==> src/rtl/tx_link_arbiter_pkg.sv <==
// Shared types and helpers for the serial TX link blocks: FSM state encoding
// and the frame-width rule {source ID, payload}.
package tx_pkg;

    typedef enum logic [1:0] {
        TX_IDLE  = 2'd0,
        TX_SHIFT = 2'd1,
        TX_DONE  = 2'd2
    } tx_state_e;

    function automatic int frame_width(input int num_req, input int data_w);
        return $clog2(num_req) + data_w;
    endfunction

endpackage

==> src/rtl/tx_link_arbiter_if.sv <==
// Client request bus plus the serial link toward the receiver.
// The arbiter sits on the slave side; client logic and the receiver drive the master side.
interface tx_link_arbiter_if #(
    parameter int NUM_REQ = 4,
    parameter int DATA_W  = 8
);
    localparam int ID_W = $clog2(NUM_REQ);

    logic [NUM_REQ-1:0]        req_valid;
    logic [NUM_REQ*DATA_W-1:0] req_data;
    logic [NUM_REQ-1:0]        req_ready;
    logic                      rx_ready;
    logic                      tx_data;
    logic                      tx_valid;
    logic                      tx_finish;
    logic [ID_W-1:0]           tx_src;
    logic                      busy;

    modport master (
        output req_valid, req_data, rx_ready,
        input  req_ready, tx_data, tx_valid, tx_finish, tx_src, busy
    );

    modport slave (
        input  req_valid, req_data, rx_ready,
        output req_ready, tx_data, tx_valid, tx_finish, tx_src, busy
    );

endinterface

==> src/rtl/tx_link_arbiter_rr.sv <==
// Round-robin arbiter: combinational grant starting the search at ptr, and the
// registered pointer, which moves past the winner whenever a grant is taken.
module tx_rr_arbiter #(
    parameter  int NUM_REQ = 4,
    localparam int ID_W    = $clog2(NUM_REQ)
) (
    input  logic               clk,
    input  logic               rst_n,
    input  logic [NUM_REQ-1:0] req_valid,
    input  logic               advance,
    output logic               grant_vld,
    output logic [ID_W-1:0]    grant_idx,
    output logic [NUM_REQ-1:0] grant_oh
);

    logic [ID_W-1:0] ptr_q, ptr_d;

    // Scan from the farthest offset down so the requester nearest ptr wins.
    always_comb begin
        grant_vld = 1'b0;
        grant_idx = '0;
        for (int k = NUM_REQ - 1; k >= 0; k--) begin
            int idx;
            idx = int'(ptr_q) + k;
            if (idx >= NUM_REQ) idx = idx - NUM_REQ;
            if (req_valid[ID_W'(idx)]) begin
                grant_vld = 1'b1;
                grant_idx = ID_W'(idx);
            end
        end
        grant_oh = '0;
        if (grant_vld) grant_oh[grant_idx] = 1'b1;
    end

    always_comb begin
        ptr_d = ptr_q;
        if (advance && grant_vld) begin
            ptr_d = (grant_idx == ID_W'(NUM_REQ - 1)) ? '0 : grant_idx + 1'b1;
        end
    end

    always_ff @(posedge clk or negedge rst_n) begin
        if (!rst_n) ptr_q <= '0;
        else        ptr_q <= ptr_d;
    end

endmodule

==> src/rtl/tx_link_arbiter.sv <==
// Shares one serial TX link among NUM_REQ word clients: round-robin grant,
// {source ID, data} framing, MSB-first shifting under rx_ready backpressure.
module tx_link_arbiter
    import tx_pkg::*;
#(
    parameter int NUM_REQ = 4,
    parameter int DATA_W  = 8
) (
    input logic              clk,
    input logic              rst_n,
    tx_link_arbiter_if.slave link
);

    localparam int ID_W    = $clog2(NUM_REQ);
    localparam int FRAME_W = frame_width(NUM_REQ, DATA_W);
    localparam int CNT_W   = $clog2(FRAME_W);

    tx_state_e          state_q, state_d;
    logic [FRAME_W-1:0] shreg_q, shreg_d;
    logic [CNT_W-1:0]   cnt_q, cnt_d;
    logic [ID_W-1:0]    src_q, src_d;
    logic               tx_valid_q, tx_valid_d;

    logic               grant_vld;
    logic [ID_W-1:0]    grant_idx;
    logic [NUM_REQ-1:0] grant_oh;
    logic [DATA_W-1:0]  grant_data;
    logic               bit_accept;
    logic               last_bit;

    tx_rr_arbiter #(.NUM_REQ(NUM_REQ)) u_rr (
        .clk       (clk),
        .rst_n     (rst_n),
        .req_valid (link.req_valid),
        .advance   (state_q == TX_IDLE),
        .grant_vld (grant_vld),
        .grant_idx (grant_idx),
        .grant_oh  (grant_oh)
    );

    always_comb begin
        grant_data = '0;
        for (int i = 0; i < NUM_REQ; i++) begin
            if (grant_idx == ID_W'(i)) grant_data = link.req_data[i*DATA_W +: DATA_W];
        end
    end

    assign bit_accept = tx_valid_q && link.rx_ready;
    assign last_bit   = (cnt_q == CNT_W'(FRAME_W - 1));

    always_ff @(posedge clk or negedge rst_n) begin
        if (!rst_n) begin
            state_q    <= TX_IDLE;
            shreg_q    <= '0;
            cnt_q      <= '0;
            src_q      <= '0;
            tx_valid_q <= 1'b0;
        end else begin
            state_q    <= state_d;
            shreg_q    <= shreg_d;
            cnt_q      <= cnt_d;
            src_q      <= src_d;
            tx_valid_q <= tx_valid_d;
        end
    end

    always_comb begin
        state_d = state_q;
        unique case (state_q)
            TX_IDLE:  if (grant_vld) state_d = TX_SHIFT;
            TX_SHIFT: if (bit_accept && last_bit) state_d = TX_DONE;
            TX_DONE:  state_d = TX_IDLE;
            default:  state_d = TX_IDLE;
        endcase
    end

    // Shifting left with zero fill leaves shreg clear after a frame, so tx_data idles low.
    always_comb begin
        shreg_d    = shreg_q;
        cnt_d      = cnt_q;
        src_d      = src_q;
        tx_valid_d = tx_valid_q;
        unique case (state_q)
            TX_IDLE: begin
                if (grant_vld) begin
                    shreg_d    = {grant_idx, grant_data};
                    cnt_d      = '0;
                    src_d      = grant_idx;
                    tx_valid_d = 1'b1;
                end
            end
            TX_SHIFT: begin
                if (bit_accept) begin
                    shreg_d = {shreg_q[FRAME_W-2:0], 1'b0};
                    cnt_d   = cnt_q + 1'b1;
                    if (last_bit) tx_valid_d = 1'b0;
                end
            end
            default: ;
        endcase
    end

    always_comb begin
        link.req_ready = (state_q == TX_IDLE) ? grant_oh : '0;
        link.tx_valid  = tx_valid_q;
        link.tx_data   = shreg_q[FRAME_W-1];
        link.tx_finish = (state_q == TX_DONE);
        link.tx_src    = src_q;
        link.busy      = (state_q != TX_IDLE);
    end

endmodule

==> src/flat_wrapper.sv <==
// flat-port wrapper written by rule: the top's interface ports become plain ports
module tx_link_arbiter_flat import tx_pkg::*;
#(
    parameter int NUM_REQ = 4,
    parameter int DATA_W  = 8
)
  (clk, rst_n, link_req_valid, link_req_data, link_rx_ready, link_req_ready, link_tx_data, link_tx_valid, link_tx_finish, link_tx_src, link_busy);
  tx_link_arbiter_if #(.NUM_REQ(NUM_REQ), .DATA_W(DATA_W)) link_i ();
  input logic clk;
  input logic rst_n;
  input wire logic [$bits(link_i.req_valid)-1:0] link_req_valid;
  input wire logic [$bits(link_i.req_data)-1:0] link_req_data;
  input wire logic [$bits(link_i.rx_ready)-1:0] link_rx_ready;
  output wire logic [$bits(link_i.req_ready)-1:0] link_req_ready;
  output wire logic [$bits(link_i.tx_data)-1:0] link_tx_data;
  output wire logic [$bits(link_i.tx_valid)-1:0] link_tx_valid;
  output wire logic [$bits(link_i.tx_finish)-1:0] link_tx_finish;
  output wire logic [$bits(link_i.tx_src)-1:0] link_tx_src;
  output wire logic [$bits(link_i.busy)-1:0] link_busy;
  assign link_i.req_valid = link_req_valid;
  assign link_i.req_data = link_req_data;
  assign link_i.rx_ready = link_rx_ready;
  assign link_req_ready = link_i.req_ready;
  assign link_tx_data = link_i.tx_data;
  assign link_tx_valid = link_i.tx_valid;
  assign link_tx_finish = link_i.tx_finish;
  assign link_tx_src = link_i.tx_src;
  assign link_busy = link_i.busy;
  tx_link_arbiter #(.NUM_REQ(NUM_REQ), .DATA_W(DATA_W)) u_core (.clk(clk), .rst_n(rst_n), .link(link_i));
endmodule
==> config.mk <==
export PLATFORM = sky130hd
export DESIGN_NAME = tx_link_arbiter_flat
export DESIGN_NICKNAME = d
export VERILOG_FILES = /design/src/rtl/tx_link_arbiter_pkg.sv /design/src/rtl/tx_link_arbiter_if.sv /design/src/rtl/tx_link_arbiter_rr.sv /design/src/rtl/tx_link_arbiter.sv /design/src/flat_wrapper.sv
export SDC_FILE = /design/constraint.sdc
export NUM_CORES = 1
export LEC_CHECK = 0
export BUFFER_PORTS_ARGS = -buffer_cell sky130_fd_sc_hd__buf_2
export CAP_MARGIN = 30
export CORE_MARGIN = 4
export CORE_UTILIZATION = 32
export DETAILED_ROUTE_END_ITERATION = 12
export GPL_ROUTABILITY_DRIVEN = 1
export GPL_TIMING_DRIVEN = 0
export PLACE_DENSITY = 0.52
export SETUP_SLACK_MARGIN = 0.2
export SYNTH_ARGS = -nofsm -noshare
export SYNTH_HDL_FRONTEND = slang
export SYNTH_SLANG_ARGS = --single-unit
==> constraint.sdc <==
create_clock -name clk -period 3.9 [get_ports clk]
set_input_delay 0.39 -clock clk [delete_from_list [all_inputs] [get_ports clk]]
set_output_delay 0.39 -clock clk [all_outputs]
set_load 0.05 [all_outputs]
Word level (Yosys, flattened, before mapping)
Index checks and enable logic that the tools add are counted.

operators by class
  add/subtract/negate cells = 9
  multiply operators = 0
  div/mod/pow operators = 0
  $lt $le $gt $ge = 10
  eq/ne operators = 10
  shift operators = 0
  muxes and demuxes = 46
  bitwise operators = 0
  reductions and logical operators = 12

operators by type and width
  kind                                                        number
  two-way mux 8 bit                                           4
  two-way mux 2 bit                                           11
  two-way mux 10 bit                                          2
  case mux 10 bit (2 select lines)                            1
  less-than comparator 2 x 4 -> 1 bit, second input constant  4
  two-way mux 1 bit                                           16
  two-way mux 4 bit                                           4
  greater-or-equal comparator 3 bit, second input constant    3
  binary-select mux 1 bit (select 2 bit)                      4
  != test 2 x 1 -> 1 bit, second input constant               4
  case mux 4 bit (2 select lines)                             1
  subtractor 2 x 1 -> 2 bit, second input constant            4
  adder 2 x 2 -> 3 bit, second input constant                 2
  equality test 2 bit, second input constant                  3
  adder 4 x 1 -> 4 bit, second input constant                 1
  equality test 2 x 1 -> 1 bit, second input constant         2
  equality test 4 bit, second input constant                  1
  logical AND 1 bit                                           4
  logical NOT 2 bit                                           2
  case mux 2 bit (2 select lines)                             1
  AND reduction 2 bit                                         2
  AND reduction 4 bit                                         1
  nonzero test 2 bit                                          2
  adder 2 x 1 -> 3 bit, second input constant                 1
  7 further kinds                                             7

storage, ports and cells
  flip-flop bits (word level) = 21
  latch bits = 0
  RAM bits = 0
  bits in read-only memories = 0
  bits of input ports = 39
  output and inout bits = 10
  word-level logic and storage cells = 93
  memories = 0

Logic depth before layout (Yosys ltp)
Gate-level depths: netlist of the first run.

  depth in word-level cells = 17
  gate-level depth with buffers = 11
  gate-level depth less buffers = 9

Modules after synthesis
Synthesis of the first run repeated with hierarchy kept, for this count alone.

unflattened totals
  cell total of the unflattened synthesis = 136
  area total of the unflattened synthesis = 1,396.3 µm²

by module, submodules not included
  module           instances  cells an instance  area an instance (µm²)  sequential area each (µm²)
  tx_link_arbiter  1          106                1,122.3                 475.5
  tx_rr_arbiter    1          30                 274.0                   50.0

Least setup slack after synthesis of the first run
No wires, ideal clock.

  path type = input to output
  start = input port link_req_valid[2]
  end = output port link_req_ready[3]
  arrival = 2.155 ns
  data required time = 3.510 ns
  path slack = 1.355 ns
  cell stages on the path = 7
  buffers on the path = 2
  cells stage by stage = nor2b_1 -> or3_4 -> a21oi_2 -> ha_1 -> clkbuf_2 -> clkbuf_1 -> and2_1

on the way
  cells in the longest elaborated chain, start to end = 13
  elaborated cells between the ends (all ways) = 27
  those cells by class = 2 x order compare; 24 x mux; 1 x reduce/logical

ends and longest elaborated chain
  element                                                                                                                         RTL line                  RTL
  from (decl)                                                                                                                     flat_wrapper.sv:11        input wire logic [$bits(link_i.req_valid)-1:0] link_req_valid;
  binary-select mux 1 bit (select 2 bit)                                                                                          tx_link_arbiter_rr.sv:26  if (req_valid[ID_W'(idx)]) begin
  two-way mux 1 bit (implied by the code) (2 in series)                                                                           tx_link_arbiter_rr.sv:26
  two-way mux 2 bit (3 in series)                                                                                                 tx_link_arbiter_rr.sv:26
  two-way mux 2 bit *                                                                                                             tx_link_arbiter_rr.sv:26
  net u_core.grant_idx[0]                                                                                                         tx_link_arbiter.sv:25     logic [ID_W-1:0] grant_idx;
  less-than comparator 2 x 3 -> 1 bit (implied by the code) / greater-or-equal comparator 2 x 1 -> 1 bit (equally long branches)  tx_link_arbiter_rr.sv:32  if (grant_vld) grant_oh[grant_idx] = 1'b1;
  logical AND 1 bit (implied by the code)                                                                                         tx_link_arbiter_rr.sv:32
  two-way mux 1 bit (implied by the code)                                                                                         tx_link_arbiter_rr.sv:32
  demux 1 bit (select 2 bit) *                                                                                                    tx_link_arbiter_rr.sv:32
  two-way mux 4 bit *                                                                                                             tx_link_arbiter_rr.sv:32
  two-way mux 4 bit *                                                                                                             tx_link_arbiter.sv:104    link.req_ready = (state_q == TX_IDLE) ? grant_oh : '0;
  to (decl)                                                                                                                       flat_wrapper.sv:14        output wire logic [$bits(link_i.req_ready)-1:0] link_req_ready;

Mark *: on every way through the listed nets, which the timed path passes. The rest lies on a longest branch. The select of a mux whose other input is x is not followed.

Worst setup path in the final report of the first run
  start = register u_core.u_rr.ptr_q[1]
  end = output port link_req_ready[3]

on the way
  cells in the longest elaborated chain, start to end = 16
  elaborated cells between the ends (all ways) = 42
  those cells by class = 7 x add/sub; 6 x order compare; 28 x mux; 1 x reduce/logical

ends and longest elaborated chain
  element                                                                                                                         RTL line                  RTL
  from (decl)                                                                                                                     tx_link_arbiter_rr.sv:16  logic [ID_W-1:0] ptr_q, ptr_d;
  from (signal assigned)                                                                                                          tx_link_arbiter_rr.sv:44  else ptr_q <= ptr_d;
  adder 2 x 2 -> 3 bit                                                                                                            tx_link_arbiter_rr.sv:24  idx = int'(ptr_q) + k;
  greater-or-equal comparator 3 bit / subtractor 2 x 1 -> 2 bit (equally long branches)                                           tx_link_arbiter_rr.sv:25  if (idx >= NUM_REQ) idx = idx - NUM_REQ;
  two-way mux 2 bit                                                                                                               tx_link_arbiter_rr.sv:25
  binary-select mux 1 bit (select 2 bit)                                                                                          tx_link_arbiter_rr.sv:26
  two-way mux 1 bit (implied by the code) (2 in series)                                                                           tx_link_arbiter_rr.sv:26
  two-way mux 2 bit (3 in series)                                                                                                 tx_link_arbiter_rr.sv:26
  two-way mux 2 bit *                                                                                                             tx_link_arbiter_rr.sv:26
  net u_core.grant_idx[0]                                                                                                         tx_link_arbiter.sv:25
  less-than comparator 2 x 3 -> 1 bit (implied by the code) / greater-or-equal comparator 2 x 1 -> 1 bit (equally long branches)  tx_link_arbiter_rr.sv:32
  logical AND 1 bit (implied by the code)                                                                                         tx_link_arbiter_rr.sv:32
  two-way mux 1 bit (implied by the code)                                                                                         tx_link_arbiter_rr.sv:32
  demux 1 bit (select 2 bit) *                                                                                                    tx_link_arbiter_rr.sv:32
  two-way mux 4 bit *                                                                                                             tx_link_arbiter_rr.sv:32
  two-way mux 4 bit *                                                                                                             tx_link_arbiter.sv:104

Marks and branches as above.

==> implementation parameters, run 1 <==
Parameter                              Value

Detailed routing
  Detailed-route wire length per cell    13.6 microns
  Routed via count    1335
  Residual DRC count    0
  Routed vias/inst    4.94
  First-pass iteration count of the detailed router    4
  First-iteration detailed-routing DRC count    74
  WL final    3.68 mm
  Post-DRT Antenna Nets    0

Synth
  Most used flip-flop cell after synthesis    dfrtp_1
  Number of flops mapped to enable cells by yosys    0
  Avg Synthesized Cell Area    8.47 sq um
  Synthesized area    1420 sq um
  Synthesized netlist net count    213
  Ys async rst share    100%
  FF+latch count, synth    21
  Sequential element share of the synthesized area    36.9%
  Number of warnings issued by yosys    0
  Distinct cell type count of the synthesized netlist    39
  Number of instances in the synthesized netlist    168

Worst setup path
  Cell count of the worst reg-to-reg path    10
  Slowest library cell on the worst path    dfrtp_1
  Crit path max fanout    10
  Maximum cell stage delay along the critical path    420 ps
  Type of the worst setup path    flip-flop to output pin
  WP data required    3510 ps
  CP Launch Type    flip-flop
  Worst reg2reg path endpoint    u_core.shreg_q[7]$_DFFE_PN0P_
  FF-to-FF setup slack    1340 ps
  Crit path arrival time    2510 ps
  Kind of end point of the critical path    output pin
  Critical path cell sequence    or3_4 > a21oi_2 > ha_1 > clkbuf_2 > clkbuf_1 > and2_1 > buf_2
  R2R Path Start    u_core.u_rr.ptr_q[1]$_DFFE_PN0P_

GRT
  Largest net degree at the start of global routing    22
  Wire length of the first global-routing pass    6.38 mm
  Total global routing track utilization    14.8%
  Number of global-route vias before repair    1368
  Sum of overflow across all layers after global routing    0
  Initial antenna violation count    0

STA
  Final period util    74.4%
  Minimum period implied by the final worst setup slack    2900 ps
  Endpoints failing setup    0
  Setup Total Neg Slack    0 ps
  Max Clk Rate    345 MHz
  Worst Max-Slew Pin Slew    479 ps
  Unrepaired setup endpoints after global routing    no
  Normalized max-slew margin    68.1%
  Final Hold Fails    0
  Worst setup skew after layout    5.61 ps
  Count of final max-slew check failures    0

Cells and area
  Net count reported at finish    266
  Commonest cells after routing, fill and taps aside    buf_2 (51), nand2_1 (23), o21ai_0 (21), dfrtp_1 (21), a21oi_1 (17)
  Most common cell after layout, fill and taps aside    buf_2
  Share of final-layout standard cells stronger than drive strength 1    29.5%
  ANT cells    0
  Post-route core utilization    42.7%
  Synth-to-layout area growth    24.5%

CTS
  Clock tree from TritonCTS    yes
  Number of gates resized after CTS    0
  Maximum buffer depth of the clock tree    2
  Clk Latency, worst-skew pair    260 ps
  Root cell of the clock tree    clkbuf_8
  Number of setup buffers added after CTS    0
  Count of H-tree levels built during CTS    1
  Number of CTS-inserted buffers    3
  Number of buffers added to fix hold violations after cts    0
  Clock-pin slew of the registers on the worst-case setup and hold paths    80 ps
  Clock sink count    21

Pwr
  Total leakage power    0.846 nW
  Total power per unit cell area    719 nW/um^2
  Post-layout total power    1.27 mW
  Worst supply voltage drop on vdd    0.304 mV

Floorplan
  Starting density of the core    34.3%
  Die footprint    5580 sq um
  DIE HEIGHT    74.7 microns
  Die Wd    74.7 microns
  Core Area    4140 sq um
  I/O pins    49
  Std-Cell Rows    23

Placement
  Count of buffers from port buffering    48
  Final HPWL DP    2.90 mm
  Routability cong.    0.763

Min path
  Worst hold path class    input pin to async pin

Status
  Run status    complete, no violations

Flow run
  Max_cap viols    0
state kept, by name, indices dropped and copies added (netlist names):
signal                cells
u_core.link.tx_valid      1
u_core.state_q            2
u_core.shreg_q           10
u_core.link.tx_src        2
u_core.cnt_q              4
u_core.u_rr.ptr_q         2
power breakdown:
part | internal (mW) | leakage [nW] | switching, mW | total [mW]
logic | 0.283 | 0.566 | 0.467 | 0.750
registers | 0.314 | 0.257 | 0.0657 | 0.379
clock network | 0.0728 | 0.0228 | 0.0707 | 0.143
cells by family (layout without fill, tap and decap cells):
family / after synthesis / count (layout) / share of synthesized area [%]
flops: 21 / 21 / 36.9
buf+inv: 24 / 76 / 8.00
xor+xnor: 2 / 2 / 1.23
fa+ha+maj: 6 / 6 / 5.28
simple gates: 48 / 48 / 18.6
mux: 3 / 3 / 2.37
compound gates: 64 / 64 / 27.6
metrics by stage:
stage / instance area (sq um) / worst slack (ps) / cells / hold slack, ps
2_1_floorplan: 1420 / 1360 / 168 / 94.4
3_3_place_gp: 1730 / 1020 / 266 / 385
3_5_place_dp: 1730 / 1030 / 266 / 381
4_1_cts: 1770 / 948 / 270 / 93.2
5_1_grt: 1770 / 832 / 270 / 106
6_report: 1770 / 999 / 270 / 74.9
worst max-delay path, delay by kind of cell (launching register included):
kind	cells	cell delay (ps)
adders and majority gates	1	180
and+or+nand+nor	2	600
buffers and inverters	3	780
AOI/OAI and AO/OA	1	260
DFF	1	420
synth_stat cells (all sizes together), types with 2 or more instances:
| master | number | share of area [%] |
|---|---|---|
| nand2b | 2 | 0.88 |
| dfrtp | 21 | 37 |
| buf | 7 | 3.4 |
| a221oi | 7 | 4.3 |
| and2 | 4 | 1.8 |
| clkbuf | 6 | 1.7 |
| a22o | 2 | 1.2 |
| inv | 11 | 2.9 |
| nor2b | 5 | 2.2 |
| ha | 6 | 5.3 |
| nor2 | 6 | 2.1 |
| nand2 | 23 | 6.1 |
| mux2 | 3 | 2.4 |
| a21oi | 18 | 6.6 |
| xor2 | 2 | 1.2 |
| o22a | 2 | 1.2 |
| nand3b | 2 | 1.1 |
| o21ai | 28 | 9.9 |
layer usage:
metal  track usage (%)  vias up  share of wire [%]
met5                 0        -                  0
met4              2.37        0               0.63
met3              3.34        4                3.2
met2              25.5       22                 51
met1              19.4      612                 45
li1                  -      697                  -
area by class of cell:
cell class,count,area (sq um)
fillers,468,2370
multi-input cells,123,783
flip-flops and latches,21,526
repair buffers,48,240
plain buffers,13,72.6
well taps,50,62.6
clock buffers,4,45.0
inverters,11,41.3
worst max path at each step:
stage,end,slack [ps],from
3_3_place_gp,link_req_ready[3],1020,link_req_valid[2]
2_1_floorplan,link_req_ready[3],1360,link_req_valid[2]
5_1_grt,link_req_ready[3],830,u_core.u_rr.ptr_q[1]$_DFFE_PN0P_
4_1_cts,link_req_ready[3],950,u_core.u_rr.ptr_q[1]$_DFFE_PN0P_
3_5_place_dp,link_req_ready[3],1030,link_req_valid[2]
6_report,link_req_ready[3],1000,u_core.u_rr.ptr_q[1]$_DFFE_PN0P_
Note: power is estimated with default switching activity, not from simulation.
==> inputs of run 2 (changes only) <==
Clock period 3.9 ns to 2.8 ns, I/O delays scaled along.
==> implementation parameters, run 2 (same netlist as run 1, synthesis figures left out) <==
Parameter                              Value

Status
  Run status    complete, no violations (unchanged)

GRT
  Wire length of the first global-routing pass    6.46 mm (was 6.38 mm)
  Number of global-route vias before repair    1380 (was 1368)
  Sum of overflow across all layers after global routing    0 (unchanged)
  Total global routing track utilization    15.0% (was 14.8%)
  Largest net degree at the start of global routing    22 (unchanged)
  Initial antenna violation count    0 (unchanged)

STA
  Final Hold Fails    0 (unchanged)
  Unrepaired setup endpoints after global routing    yes (was no)
  Least setup slack across all paths after layout    312 ps (was 999 ps)
  Normalized max-slew margin    67.8% (was 68.1%)
  Setup Total Neg Slack    0 ps (unchanged)
  Worst Max-Slew Pin Slew    482 ps (was 479 ps)
  Worst setup skew after layout    6.12 ps (was 5.61 ps)
  Final period util    88.9%
  Minimum period implied by the final worst setup slack    2490 ps
  Max Clk Rate    402 MHz
  Count of final max-slew check failures    0 (unchanged)
  Endpoints failing setup    0 (unchanged)
  Hold WS    319 ps (was 74.9 ps)

CTS
  Number of CTS-inserted buffers    3 (unchanged)
  Clk Latency, worst-skew pair    260 ps (about the same)
  Root cell of the clock tree    clkbuf_8 (unchanged)
  Maximum buffer depth of the clock tree    2 (unchanged)
  Count of H-tree levels built during CTS    1 (unchanged)
  Number of setup buffers added after CTS    0 (unchanged)
  Clock-pin slew of the registers on the worst-case setup and hold paths    80 ps (about the same)
  Clock sink count    21 (unchanged)
  Clock tree from TritonCTS    yes (unchanged)

Worst setup path
  CP Launch Type    flip-flop (unchanged)
  Worst setup path startpoint    u_core.u_rr.ptr_q[0]$_DFFE_PN0P_ (was u_core.u_rr.ptr_q[1]$_DFFE_PN0P_)
  R2R Path Start    u_core.u_rr.ptr_q[0]$_DFFE_PN0P_ (was u_core.u_rr.ptr_q[1]$_DFFE_PN0P_)
  Cell count of the worst reg-to-reg path    11 (was 10)
  Kind of end point of the critical path    output pin (unchanged)
  Worst reg2reg path endpoint    u_core.shreg_q[7]$_DFFE_PN0P_ (unchanged)
  Crit path max fanout    10 (unchanged)
  FF-to-FF setup slack    440 ps (was 1340 ps)
  Crit path arrival time    2210 ps (was 2510 ps)
  WP data required    2520 ps (was 3510 ps)
  Type of the worst setup path    flip-flop to output pin (unchanged)

Cells and area
  Net count reported at finish    267 (was 266)
  Post-layout instance count excluding filler cells    271 (was 270)
  Share of final-layout standard cells stronger than drive strength 1    31.2% (was 29.5%)
  ANT cells    0 (unchanged)
  Post-route core utilization    43.9% (was 42.7%)
  Synth-to-layout area growth    28.0% (was 24.5%)
  Most common cell after layout, fill and taps aside    buf_2 (unchanged)
  Commonest cells after routing, fill and taps aside    buf_2 (47), nand2_1 (23), o21ai_0 (21), dfrtp_1 (21), a21oi_1 (17) (was buf_2 (51), nand2_1 (23), o21ai_0 (21), dfrtp_1 (21), a21oi_1 (17))
  Largest register by flop count    u_core.shreg_q (unchanged)
  Biggest registers after layout    u_core.shreg_q x10, u_core.cnt_q x4 (unchanged)
  Number of flip-flops under the largest register name    10 (unchanged)

Floorplan
  Core Area    4140 sq um (unchanged)
  I/O pins    49 (unchanged)
  Die Wd    74.7 microns (unchanged)
  Std-Cell Rows    23 (unchanged)
  Starting density of the core    34.3% (unchanged)
  Die footprint    5580 sq um (unchanged)
  DIE HEIGHT    74.7 microns (unchanged)

Detailed routing
  Detailed-route wire length per cell    13.8 microns (was 13.6 microns)
  First-pass iteration count of the detailed router    4 (unchanged)
  Residual DRC count    0 (unchanged)
  Routed via count    1335 (unchanged)
  Post-DRT Antenna Nets    0 (unchanged)
  Routed vias/inst    4.93 (was 4.94)
  WL final    3.73 mm (was 3.68 mm)
  First-iteration detailed-routing DRC count    83 (was 74)

Min path
  Hold Path Cell Cnt    3
  Worst hold path class    input pin to flip-flop (was input pin to async pin)
  Hold Startpoint    link_req_data[27]
  Min-Delay Endpoint    u_core.shreg_q[3]$_DFFE_PN0P_

Placement
  Routability cong.    0.763 (unchanged)
  Count of buffers from port buffering    48 (unchanged)
  Final HPWL DP    2.90 mm (unchanged)
  Minimum setup slack after placement    115 ps (was 1030 ps)
  Placed cell count    266 (unchanged)

Pwr
  Worst supply voltage drop on vdd    0.423 mV (was 0.304 mV)
  P_int    0.970 mW (was 0.670 mW)
  Switching power total    0.850 mW (was 0.603 mW)
  Share of total power in combinational logic    60.0% (was 58.9%)
  Total power per unit cell area    1000 nW/um^2 (was 719 nW/um^2)
  Clk network pwr share    10.9% (was 11.3%)
  Switching portion of total power    46.7% (was 47.4%)
  Total leakage power    0.869 nW (was 0.846 nW)
  Reg power frac    29.1% (was 29.8%)

Flow run
  Max_cap viols    0 (unchanged)
-- run 2: metal layers --
metal	global-route usage (%)	share of wire (%)	wire length (microns)
met2	25.7	51	1920
met5	0	0	0
met1	19.5	45	1660
met3	3.47	3.0	112
met4	3.16	0.94	35
-- run 2: power groups by stage --
stage | logic [mW] | registers [mW] | clock network [mW]
3_5_place_dp | 1.06 | 0.537 | 0
2_1_floorplan | 0.718 | 0.611 | 0
3_3_place_gp | 1.06 | 0.533 | 0
4_1_cts | 1.08 | 0.531 | 0.210
5_1_grt | 1.24 | 0.546 | 0.220
6_report | 1.09 | 0.529 | 0.199
-- run 2: area by class of cell --
class	count	area, sq um
clock buffer	4	45.0
fill	456	2320
buffer	13	93.8
timing repair buffer	49	262
sequential	21	526
inverter	11	41.3
multi-input combinational	123	791
tap	50	62.6
-- run 2: how the worst max path moves through the flow --
stage | end | slack (ps) | cells after the start
after CTS | link_req_ready[2] | 220 | 8
after global routing | link_req_ready[2] | 190 | 9
after detailed placement | u_core.shreg_q[7]$_DFFE_PN0P_ | 110 | 12
final | link_req_ready[2] | 310 | 9
after global placement | u_core.shreg_q[7]$_DFFE_PN0P_ | 110 | 12
after floorplan | link_req_ready[3] | 460 | 6
-- run 2: worst max-delay path, cell delays in order (launching register included) --
cell and delay, ps:
dfrtp_1 370, nor2b_1 70, or3_4 410, a21oi_4 230, inv_1 90, ha_1 190, buf_4 160, buf_6 140
and2_1 140, buf_6 150
-- run 2: through the flow --
stage	power, mW	area (sq um)
floorplan	1.33	1420
global placement	1.59	1730
detailed placement	1.60	1730
CTS	1.82	1800
global route	2.01	1820
finish	1.82	1820
-- run 2: repair_timing --
action	in CTS	in global routing
hold buffers	1	0
endpoints found under the hold margin	21	0
resized for setup	6	17
setup endpoints to repair	3	4
pin swaps	1	2
==> inputs of run 3 (changes only) <==
Settings changed: CTS_BUF_LIST from default to sky130_fd_sc_hd__clkbuf_4.
==> implementation parameters, run 3 (same netlist as run 1, synthesis figures left out) <==
Parameter                              Value

Worst setup path
  Crit path arrival time    2230 ps (was 2210 ps)
  Type of the worst setup path    flip-flop to output pin (unchanged)
  Dominant cell type by count on the critical path    buf_6 (unchanged)
  Maximum cell stage delay along the critical path    400 ps (was 410 ps)
  Worst reg2reg path endpoint    u_core.shreg_q[7]$_DFFE_PN0P_ (unchanged)
  Kind of end point of the critical path    output pin (unchanged)
  Slowest library cell on the worst path    or3_4 (unchanged)
  Cell count of the worst reg-to-reg path    11 (unchanged)
  FF-to-FF setup slack    480 ps (was 440 ps)
  Crit path max fanout    10 (unchanged)
  R2R Path Start    u_core.u_rr.ptr_q[0]$_DFFE_PN0P_ (unchanged)
  Critical path cell sequence    nor2b_1 > or3_4 > a21oi_4 > inv_2 > ha_1 > buf_6 > clkbuf_8 > and2_1 > buf_6 (was nor2b_1 > or3_4 > a21oi_4 > inv_1 > ha_1 > buf_4 > buf_6 > and2_1 > buf_6)
  WP data required    2520 ps (about the same)
  CP Launch Type    flip-flop (unchanged)

Cells and area
  Number of flip-flops under the largest register name    10 (unchanged)
  Largest register by flop count    u_core.shreg_q (unchanged)
  Most common cell after layout, fill and taps aside    buf_2 (unchanged)
  ANT cells    0 (unchanged)
  Post-route cell area    1840 sq um (was 1820 sq um)
  Share of final-layout standard cells stronger than drive strength 1    33.0% (was 31.2%)
  Commonest cells after routing, fill and taps aside    buf_2 (46), nand2_1 (23), o21ai_0 (21), dfrtp_1 (21), a21oi_1 (17) (was buf_2 (47), nand2_1 (23), o21ai_0 (21), dfrtp_1 (21), a21oi_1 (17))
  Net count reported at finish    270 (was 267)
  Synth-to-layout area growth    29.4% (was 28.0%)
  Biggest registers after layout    u_core.shreg_q x10, u_core.cnt_q x4 (unchanged)

Floorplan
  Die footprint    5580 sq um (unchanged)
  Core Area    4140 sq um (unchanged)
  Std-Cell Rows    23 (unchanged)
  Starting density of the core    34.3% (unchanged)
  I/O pins    49 (unchanged)
  DIE HEIGHT    74.7 microns (unchanged)
  Die Wd    74.7 microns (unchanged)

Placement
  DP Area    1730 sq um (unchanged)
  Final HPWL DP    2.90 mm (unchanged)
  Count of buffers from port buffering    48 (unchanged)
  Routability cong.    0.763 (unchanged)

STA
  Worst setup skew after layout    12.2 ps (was 6.12 ps)
  Setup Total Neg Slack    0 ps (unchanged)
  Normalized max-slew margin    67.5% (was 67.8%)
  Count of final max-slew check failures    0 (unchanged)
  Final period util    89.7% (was 88.9%)
  Worst Max-Slew Pin Slew    487 ps (was 482 ps)
  Max Clk Rate    398 MHz (was 402 MHz)
  Unrepaired setup endpoints after global routing    yes (unchanged)
  Endpoints failing setup    0 (unchanged)
  Minimum period implied by the final worst setup slack    2510 ps (was 2490 ps)
  Final Hold Fails    0 (unchanged)

Detailed routing
  Detailed-route wire length per cell    13.7 microns (was 13.8 microns)
  WL final    3.77 mm (was 3.73 mm)
  First-pass iteration count of the detailed router    4 (unchanged)
  Residual DRC count    0 (unchanged)
  First-iteration detailed-routing DRC count    70 (was 83)
  Routed vias/inst    4.94 (was 4.93)
  Post-DRT Antenna Nets    0 (unchanged)
  Routed via count    1354 (was 1335)

CTS
  Maximum buffer depth of the clock tree    2 (unchanged)
  Clk Latency, worst-skew pair    310 ps (was 260 ps)
  Root cell of the clock tree    clkbuf_4 (was clkbuf_8)
  Number of CTS-inserted buffers    3 (unchanged)
  Count of H-tree levels built during CTS    1 (unchanged)
  Clock tree from TritonCTS    yes (unchanged)
  Clock sink count    21 (unchanged)
  Clock-pin slew of the registers on the worst-case setup and hold paths    120 ps (was 80 ps)

Pwr
  Switching portion of total power    46.9% (was 46.7%)
  Reg power frac    28.8% (was 29.1%)
  Total power per unit cell area    991 nW/um^2 (was 1000 nW/um^2)
  Worst supply voltage drop on vdd    0.530 mV (was 0.423 mV)
  P_int    0.970 mW (about the same)
  Post-layout total power    1.82 mW (about the same)
  Share of total power in combinational logic    62.5% (was 60.0%)
  Switching power total    0.855 mW (was 0.850 mW)
  Clk network pwr share    8.7% (was 10.9%)
  Total leakage power    0.882 nW (was 0.869 nW)

GRT
  Total global routing track utilization    15.2% (was 15.0%)
  Wire length of the first global-routing pass    6.51 mm (was 6.46 mm)
  Sum of overflow across all layers after global routing    0 (unchanged)
  Largest net degree at the start of global routing    22 (unchanged)
  Initial antenna violation count    0 (unchanged)
  Number of global-route vias before repair    1389 (was 1380)

Min path
  Hold Startpoint    link_req_data[27] (unchanged)
  Hold Path Cell Cnt    3 (unchanged)
  Min-Delay Endpoint    u_core.shreg_q[3]$_DFFE_PN0P_ (unchanged)
  Worst hold path class    input pin to flip-flop (unchanged)

Status
  Run status    complete, no violations (unchanged)

Flow run
  Max_cap viols    0 (unchanged)
run 3: cell types whose count changed in the layout (fill, tap and decap cells not counted), sizes merged:
cell | previous run | this run
buf | 56 | 58
clkbuf | 9 | 10
run 3: worst max-delay path by stage:
| stage | slack (ps) | depth (start not counted) | to | start |
|---|---|---|---|---|
| after floorplan | 460 | 6 | link_req_ready[3] | u_core.u_rr.ptr_q[1]$_DFFE_PN0P_ |
| after global placement | 110 | 12 | u_core.shreg_q[7]$_DFFE_PN0P_ | link_req_valid[2] |
| after detailed placement | 110 | 12 | u_core.shreg_q[7]$_DFFE_PN0P_ | link_req_valid[2] |
| after CTS | 200 | 7 | link_req_ready[3] | u_core.u_rr.ptr_q[1]$_DFFE_PN0P_ |
| after global routing | 170 | 8 | link_req_ready[1] | u_core.u_rr.ptr_q[0]$_DFFE_PN0P_ |
| final | 290 | 9 | link_req_ready[2] | u_core.u_rr.ptr_q[0]$_DFFE_PN0P_ |
run 3: stage by stage:
step                instances  hold WS, ps  worst slack [ps]  utilization, %
finish                    274          262               290            44.4
global route              274          251               172            44.4
CTS                       273          264               203            43.6
detailed placement        266          271               115            41.6
global placement          266          275               110            41.6
floorplan                 168        -15.6               461               -
run 3: final cells by class:
| cell class | instances | area (sq um) |
|---|---|---|
| flip-flops and latches | 21 | 526 |
| well taps | 50 | 62.6 |
| plain buffers | 13 | 106 |
| fillers | 458 | 2300 |
| clock buffers | 4 | 30.0 |
| multi-input cells | 123 | 791 |
| inverters | 11 | 41.3 |
| repair buffers | 52 | 284 |
run 3: power groups by stage:
| stage | clock network, mW | registers [mW] | logic (mW) |
|---|---|---|---|
| after global placement | 0 | 0.533 | 1.06 |
| final | 0.159 | 0.526 | 1.14 |
| after CTS | 0.169 | 0.528 | 1.11 |
| after floorplan | 0 | 0.611 | 0.718 |
| after global routing | 0.179 | 0.543 | 1.29 |
| after detailed placement | 0 | 0.537 | 1.06 |
run 3: layer usage:
metal  wire [microns]  track usage [%]
met2             1960             26.4
met1             1650             19.5
met3              118             3.07
met4               36             2.96
met5                0                0
run 3: repair_timing:
item | 4_1_cts | 5_1_grt
hold buffers | 1 | 0
gates resized for setup | 8 | 18
setup endpoints to repair | 4 | 4
buffers inserted | 2 | 1
hold endpoints to repair | 21 | 0
pin swaps | 1 | 2
run 3: worst max-delay path, delay by kind of cell (launching register included):
kind	cells	cell delay [ps]
DFF	1	380
buffers and inverters	4	510
AOI/OAI and AO/OA	1	230
adders and majority gates	1	200
and+or+nand+nor	3	620
